$ cat config.mk
export PLATFORM = sky130hd
export DESIGN_NAME = tile_sched_controller
export DESIGN_NICKNAME = d
export VERILOG_FILES = /design/src/rtl/tile_sched_controller.sv
export SDC_FILE = /design/constraint.sdc
export NUM_CORES = 1
export LEC_CHECK = 0
export ABC_AREA = 1
export CAP_MARGIN = 25
export CORE_ASPECT_RATIO = 1.2
export CORE_MARGIN = 3
export CORE_UTILIZATION = 35
export CTS_BUF_LIST = sky130_fd_sc_hd__clkbuf_16
export CTS_CLUSTER_SIZE = 14
export DETAILED_ROUTE_END_ITERATION = 10
export SLEW_MARGIN = 40
export SYNTH_ARGS = -nofsm -noshare
export SYNTH_HDL_FRONTEND = slang
export SYNTH_SLANG_ARGS = --single-unit
$ cat constraint.sdc
create_clock -name clk -period 3.35 [get_ports clk]
set_input_delay 0.67 -clock clk [delete_from_list [all_inputs] [get_ports clk]]
set_output_delay 0.67 -clock clk [all_outputs]
set_load 0.01 [all_outputs]
$ cat src/rtl/tile_sched_controller.sv
// Job-level sequencer for the conv datapath: walks num_w_tiles weight tiles x num_if_tiles
// ifmap tiles, prefetching weight tile k+1 into the shadow buffer while tile k convolves.
module tile_sched_controller #(
  parameter int NW_W  = 8,
  parameter int NIF_W = 8
) (
  input  logic             clk,
  input  logic             rst,
  input  logic             start,
  input  logic             abort,
  input  logic [NW_W-1:0]  num_w_tiles,
  input  logic [NIF_W-1:0] num_if_tiles,
  input  logic             w_done,
  input  logic             if_done,
  output logic             w_read,
  output logic             if_read,
  output logic             clr_w,
  output logic             clr_if,
  output logic             switch,
  output logic             ready,
  output logic             busy,
  output logic             job_done,
  output logic [NW_W-1:0]  w_tile_idx,
  output logic [NIF_W-1:0] if_tile_idx
);

  localparam logic [2:0] S_IDLE   = 3'd0;
  localparam logic [2:0] S_FETCH  = 3'd1;
  localparam logic [2:0] S_SWITCH = 3'd2;
  localparam logic [2:0] S_CONV   = 3'd3;
  localparam logic [2:0] S_WAIT_W = 3'd4;
  localparam logic [2:0] S_DONE   = 3'd5;

  logic [2:0]       state_q, state_d;
  logic [NW_W-1:0]  num_w_q, num_w_d;
  logic [NIF_W-1:0] num_if_q, num_if_d;
  logic [NW_W-1:0]  w_idx_q, w_idx_d;
  logic [NIF_W-1:0] if_idx_q, if_idx_d;
  logic             first_q, first_d;
  logic             pf_q, pf_d;

  logic [NW_W-1:0]  w_next_idx;
  logic             more_w;
  logic             last_if;

  // Comparisons are one bit wider so a count of 2^N-1 never wraps.
  assign w_next_idx = first_q ? '0 : w_idx_q + NW_W'(1);
  assign more_w     = ({1'b0, w_next_idx} + (NW_W+1)'(1)) < {1'b0, num_w_q};
  assign last_if    = ({1'b0, if_idx_q} + (NIF_W+1)'(1)) >= {1'b0, num_if_q};

  always_comb begin
    // NOTE: every signal driven here gets a default first, so no path can infer a latch.
    state_d  = state_q;
    num_w_d  = num_w_q;
    num_if_d = num_if_q;
    w_idx_d  = w_idx_q;
    if_idx_d = if_idx_q;
    first_d  = first_q;
    pf_d     = pf_q;
    w_read   = 1'b0;
    if_read  = 1'b0;
    clr_w    = 1'b0;
    clr_if   = 1'b0;
    switch   = 1'b0;
    job_done = 1'b0;

    case (state_q)
      S_IDLE: begin
        if (start) begin
          num_w_d  = num_w_tiles;
          num_if_d = num_if_tiles;
          first_d  = 1'b1;
          if (num_w_tiles == '0 || num_if_tiles == '0) begin
            state_d = S_DONE;
          end else begin
            clr_w   = 1'b1;
            state_d = S_FETCH;
          end
        end
      end
      S_FETCH, S_WAIT_W: begin
        w_read = ~w_done;
        if (w_done) state_d = S_SWITCH;
      end
      S_SWITCH: begin
        switch   = 1'b1;
        clr_if   = 1'b1;
        w_idx_d  = w_next_idx;
        first_d  = 1'b0;
        if_idx_d = '0;
        pf_d     = more_w;
        clr_w    = more_w;
        state_d  = S_CONV;
      end
      S_CONV: begin
        if_read = ~if_done;
        w_read  = pf_q & ~w_done;
        if (if_done) begin
          if (!last_if) begin
            clr_if   = 1'b1;
            if_idx_d = if_idx_q + NIF_W'(1);
          end else if (!pf_q) begin
            state_d = S_DONE;
          end else if (w_done) begin
            state_d = S_SWITCH;
          end else begin
            state_d = S_WAIT_W;
          end
        end
      end
      S_DONE: begin
        job_done = 1'b1;
        state_d  = S_IDLE;
      end
      default: state_d = S_IDLE;
    endcase

    // Cancel overrides whatever the state decode above produced.
    if (abort && state_q != S_IDLE) begin
      w_read   = 1'b0;
      if_read  = 1'b0;
      switch   = 1'b0;
      job_done = 1'b0;
      clr_w    = 1'b1;
      clr_if   = 1'b1;
      w_idx_d  = w_idx_q;
      if_idx_d = if_idx_q;
      first_d  = 1'b0;
      pf_d     = 1'b0;
      state_d  = S_IDLE;
    end
  end

  // NOTE: sequential state is updated with non-blocking assignments only.
  always_ff @(posedge clk or negedge rst) begin
    if (!rst) begin
      state_q  <= S_IDLE;
      num_w_q  <= '0;
      num_if_q <= '0;
      w_idx_q  <= '0;
      if_idx_q <= '0;
      first_q  <= 1'b0;
      pf_q     <= 1'b0;
    end else begin
      state_q  <= state_d;
      num_w_q  <= num_w_d;
      num_if_q <= num_if_d;
      w_idx_q  <= w_idx_d;
      if_idx_q <= if_idx_d;
      first_q  <= first_d;
      pf_q     <= pf_d;
    end
  end

  assign ready       = (state_q == S_IDLE);
  assign busy        = (state_q != S_IDLE);
  assign w_tile_idx  = w_idx_q;
  assign if_tile_idx = if_idx_q;

endmodule

==> metrics.md <==
| Metric | Value |
|---|---|
| Status | finished, violations left |
| Violated checks | negative setup slack |
| Critical path launch point type | flip-flop |
| Layout cells sized above 1 | 0.202 |
| Rows | 33 |
| Port-buffer cells | 45 |
| Post-route cell area | between 3000 and 4000 um^2 |
| Vias in the first global route | between 2,000 and 3,000 |
| Cell count after synthesis | 373 |
| Wirelength, routed | roughly 6700 um |
| Worst-path fanout max | 2 |
| Design Power | 2730 uW |
| Maxcap violations | 0 |
| Post-synthesis register bit count | 37 |
| Min-delay worst type | in2async |
| Leak pwr | about 0.0019 uW |
| Core area | about 7000 um^2 |
| Sequential element share of the synthesized area | 0.355 |
| FFs w/ async S/R, synth | 1.00 |
| Worst-case clock skew | approximately 0.0020 ns |
| Worst-path clk slew | ~0.06 ns |
| CTS Buf Count | 5 |
| Clock root buffer | clkbuf_16 |
| Peak VDD IR | about 330 uV |
| P per Cell Area | around 740 nW/um^2 |
| Detail Placement HPWL | between 5000 and 6000 um |
| Cts hold-fix bufs | 0 |
| Distinct cell type count after synthesis | 32 |
| # IOs | 46 |
| Largest net degree at the start of global routing | 38 |
| Final worst setup slack | -0.0942 ns |
| Total Routing Usage GR | 0.163 |
| Part of the cycle the worst path needs | 1.03 |
| Drt drc | 0 |
| Area Overhead vs Synth | 41.3% |
| Synth Area per Inst | 7.00 um^2 |
| Net count after synthesis | 413 |
| Post-synth top area share | 0.355 |
| Mapped Area | 2610 um^2 |
| Setup CP Type | reg2out |
| Worst Tran Pin Value | 0.508 ns |
| Most common flop cell mapped by yosys | dfrtp_1 |
| Inst Count DP | approximately 520 |
| Initial drt markers | 88 |
| Final Slew Violations | 0 |
| Remaining global-route overflow | 0 |
| Synth warnings | 0 |
| Ranking of synthesized cells by area | dfrtp_1, nand2_1, ha_1, inv_1, nor2_1 |
| Die Width | 84.8 um |
| RePlAce Congestion | roughly 0.87 |
| Via count | approximately 2,600 |
| Count leader, synth | nand2_1 |
| Initial antenna violation count | 0 |
| H-tree levels | 2 |
| Fillers | 697 |
| Synth area leader | dfrtp_1 |
| First-pass GRT wire length | 11,400 um |
| FMAX | about 0.29 GHz |
| Final Hold Fails | 0 |
| Crit path time final | approximately 3.4 ns |
| Top post-synthesis cells by count | nand2_1, inv_1, dfrtp_1, nor2_1 |
| Die area | roughly 8500 um^2 |
| Post-synth EDFFs | 0 |
| DRT Pass-1 Iters | 4 |
| Slew headroom | 0.661 |
| Latest clock arrival within the worst-skew pair | roughly 0.28 ns |
| Max clock buf depth | 2 |
| Worst Setup End Kind | output pin |
| Layout Cells excl Fill | 538 |
| Nets | 490 |
| Final setup vio count | 1 |
| Diodes inserted | 0 |
| CP Data Arrival Time | 2.77 ns |
| RSZ-0062 raised after global routing | yes |
| Die height | roughly 100 um |
| Worst path required time | about 2.7 ns |
| WL per Instance | 12.5 um |
| Clk sinks | 37 |
| DR vias/cell | 4.85 |
| CTS tree | yes |
| Dpl cell area | 3310 um^2 |
| Initial Util | 0.372 |
| Reg2reg path depth | 18 |
| Antenna-violating nets left | 0 |
==> cell usage in the layout (no fill, tap or decap), types with 3 or more instances in the layout <==
master	synthesis	layout
xor2_1	5	3
nand2_1	114	108
buf_4	0	30
nand3b_1	5	5
ha_4	0	6
nand3_1	25	21
nor3_1	3	3
clkdlybuf4s50_1	0	42
dfrtp_1	37	37
o21ai_0	25	25
nand2_2	6	12
inv_2	9	10
inv_1	49	49
nand3_2	1	4
a21oi_1	5	5
ha_1	18	11
nor2_1	37	32
nor2_2	3	5
nor2_4	3	6
clkbuf_16	0	5
nand4_1	8	8
==> report_power, final <==
| part | switching [uW] | total [uW] | internal (uW) |
|---|---|---|---|
| Sequential | 90.3 | 688 | 598 |
| Clock | 182 | 528 | 346 |
| Combinational | 877 | 1510 | 636 |
==> registers in the layout, summed over array words and instances (netlist names) <==
| register | cells |
|---|---|
| w_tile_idx | 8 |
| first_q | 1 |
| num_w_q | 8 |
| if_tile_idx | 8 |
| pf_q | 1 |
| num_if_q | 8 |
| state_q | 3 |
==> worst paths after layout <==
kind / from / slack (ns) / end
max in group asynchronous: rst / 2.63 / if_tile_idx[2]
worst min register to register: num_if_q[0] / 0.50 / num_if_q[0]
worst max-delay path: w_tile_idx[1] / -0.09 / clr_w
worst max register to register: w_tile_idx[1] / 0.87 / pf_q
min in group clk: num_if_q[0] / 0.50 / num_if_q[0]
worst min-delay path: rst / 0.36 / num_w_q[3]
==> area by class of cell <==
cell class / count / area, um^2 / share of cell area
clock inverters: 3 / 37.5 / 0.0102
flip-flops and latches: 37 / 926 / 0.251
clock buffers: 5 / 125 / 0.0339
well taps: 87 / 109 / 0.0295
repair buffers: 74 / 656 / 0.178
multi-input cells: 273 / 1610 / 0.437
inverters: 59 / 224 / 0.0607
==> metal layers <==
layer	global-route usage	wire length, um	vias to the layer above
met3	0.0262	196	13
met5	0	0	-
met2	0.305	3520	46
li1	-	-	1329
met4	0.0512	157	0
met1	0.188	2870	1220
==> timing repair <==
action	4_1_cts	5_1_grt
gates cloned	0	0
setup buffers	0	8
resized for setup	8	32
setup endpoints to repair	2	2
pin swaps	1	20
==> through the flow <==
step                       util  hold WS, ns  TNS, ns  setup WS, ns
after floorplan               -        0.374        0         0.260
after global placement    0.471        0.472   -0.197        -0.197
after detailed placement  0.471        0.480   -0.319        -0.319
after CTS                 0.496        0.385   -0.226        -0.226
after global routing      0.525        0.394   -0.272        -0.272
final                     0.525        0.357  -0.0942       -0.0942
==> critical path, stage by stage, from the launching register on <==
cell	delay, ns
dfrtp_1	0.41
ha_4	0.28
inv_2	0.04
nor2_4	0.12
ha_4	0.16
nand3_4	0.08
nor2_4	0.13
nand2_2	0.07
nor2_2	0.12
xor2_1	0.16
inv_1	0.08
ha_4	0.27
nand2_1	0.04
inv_1	0.04
nand2_1	0.04
nand3b_1	0.09
nand2_1	0.08
nand4_1	0.07
nand2_1	0.06
buf_2	0.14
==> logic make-up (layout without fill, tap and decap cells) <==
kind of cell / count (synthesis) / count (layout) / synth area share
DFF: 37 / 37 / 0.355
AOI/OAI and AO/OA: 37 / 37 / 0.0757
buffers and inverters: 63 / 141 / 0.0925
adders and majority gates: 18 / 18 / 0.0863
xor gates and xnor gates: 7 / 7 / 0.0235
and+or+nand+nor: 211 / 211 / 0.367
(Power assumes the default switching activity.)
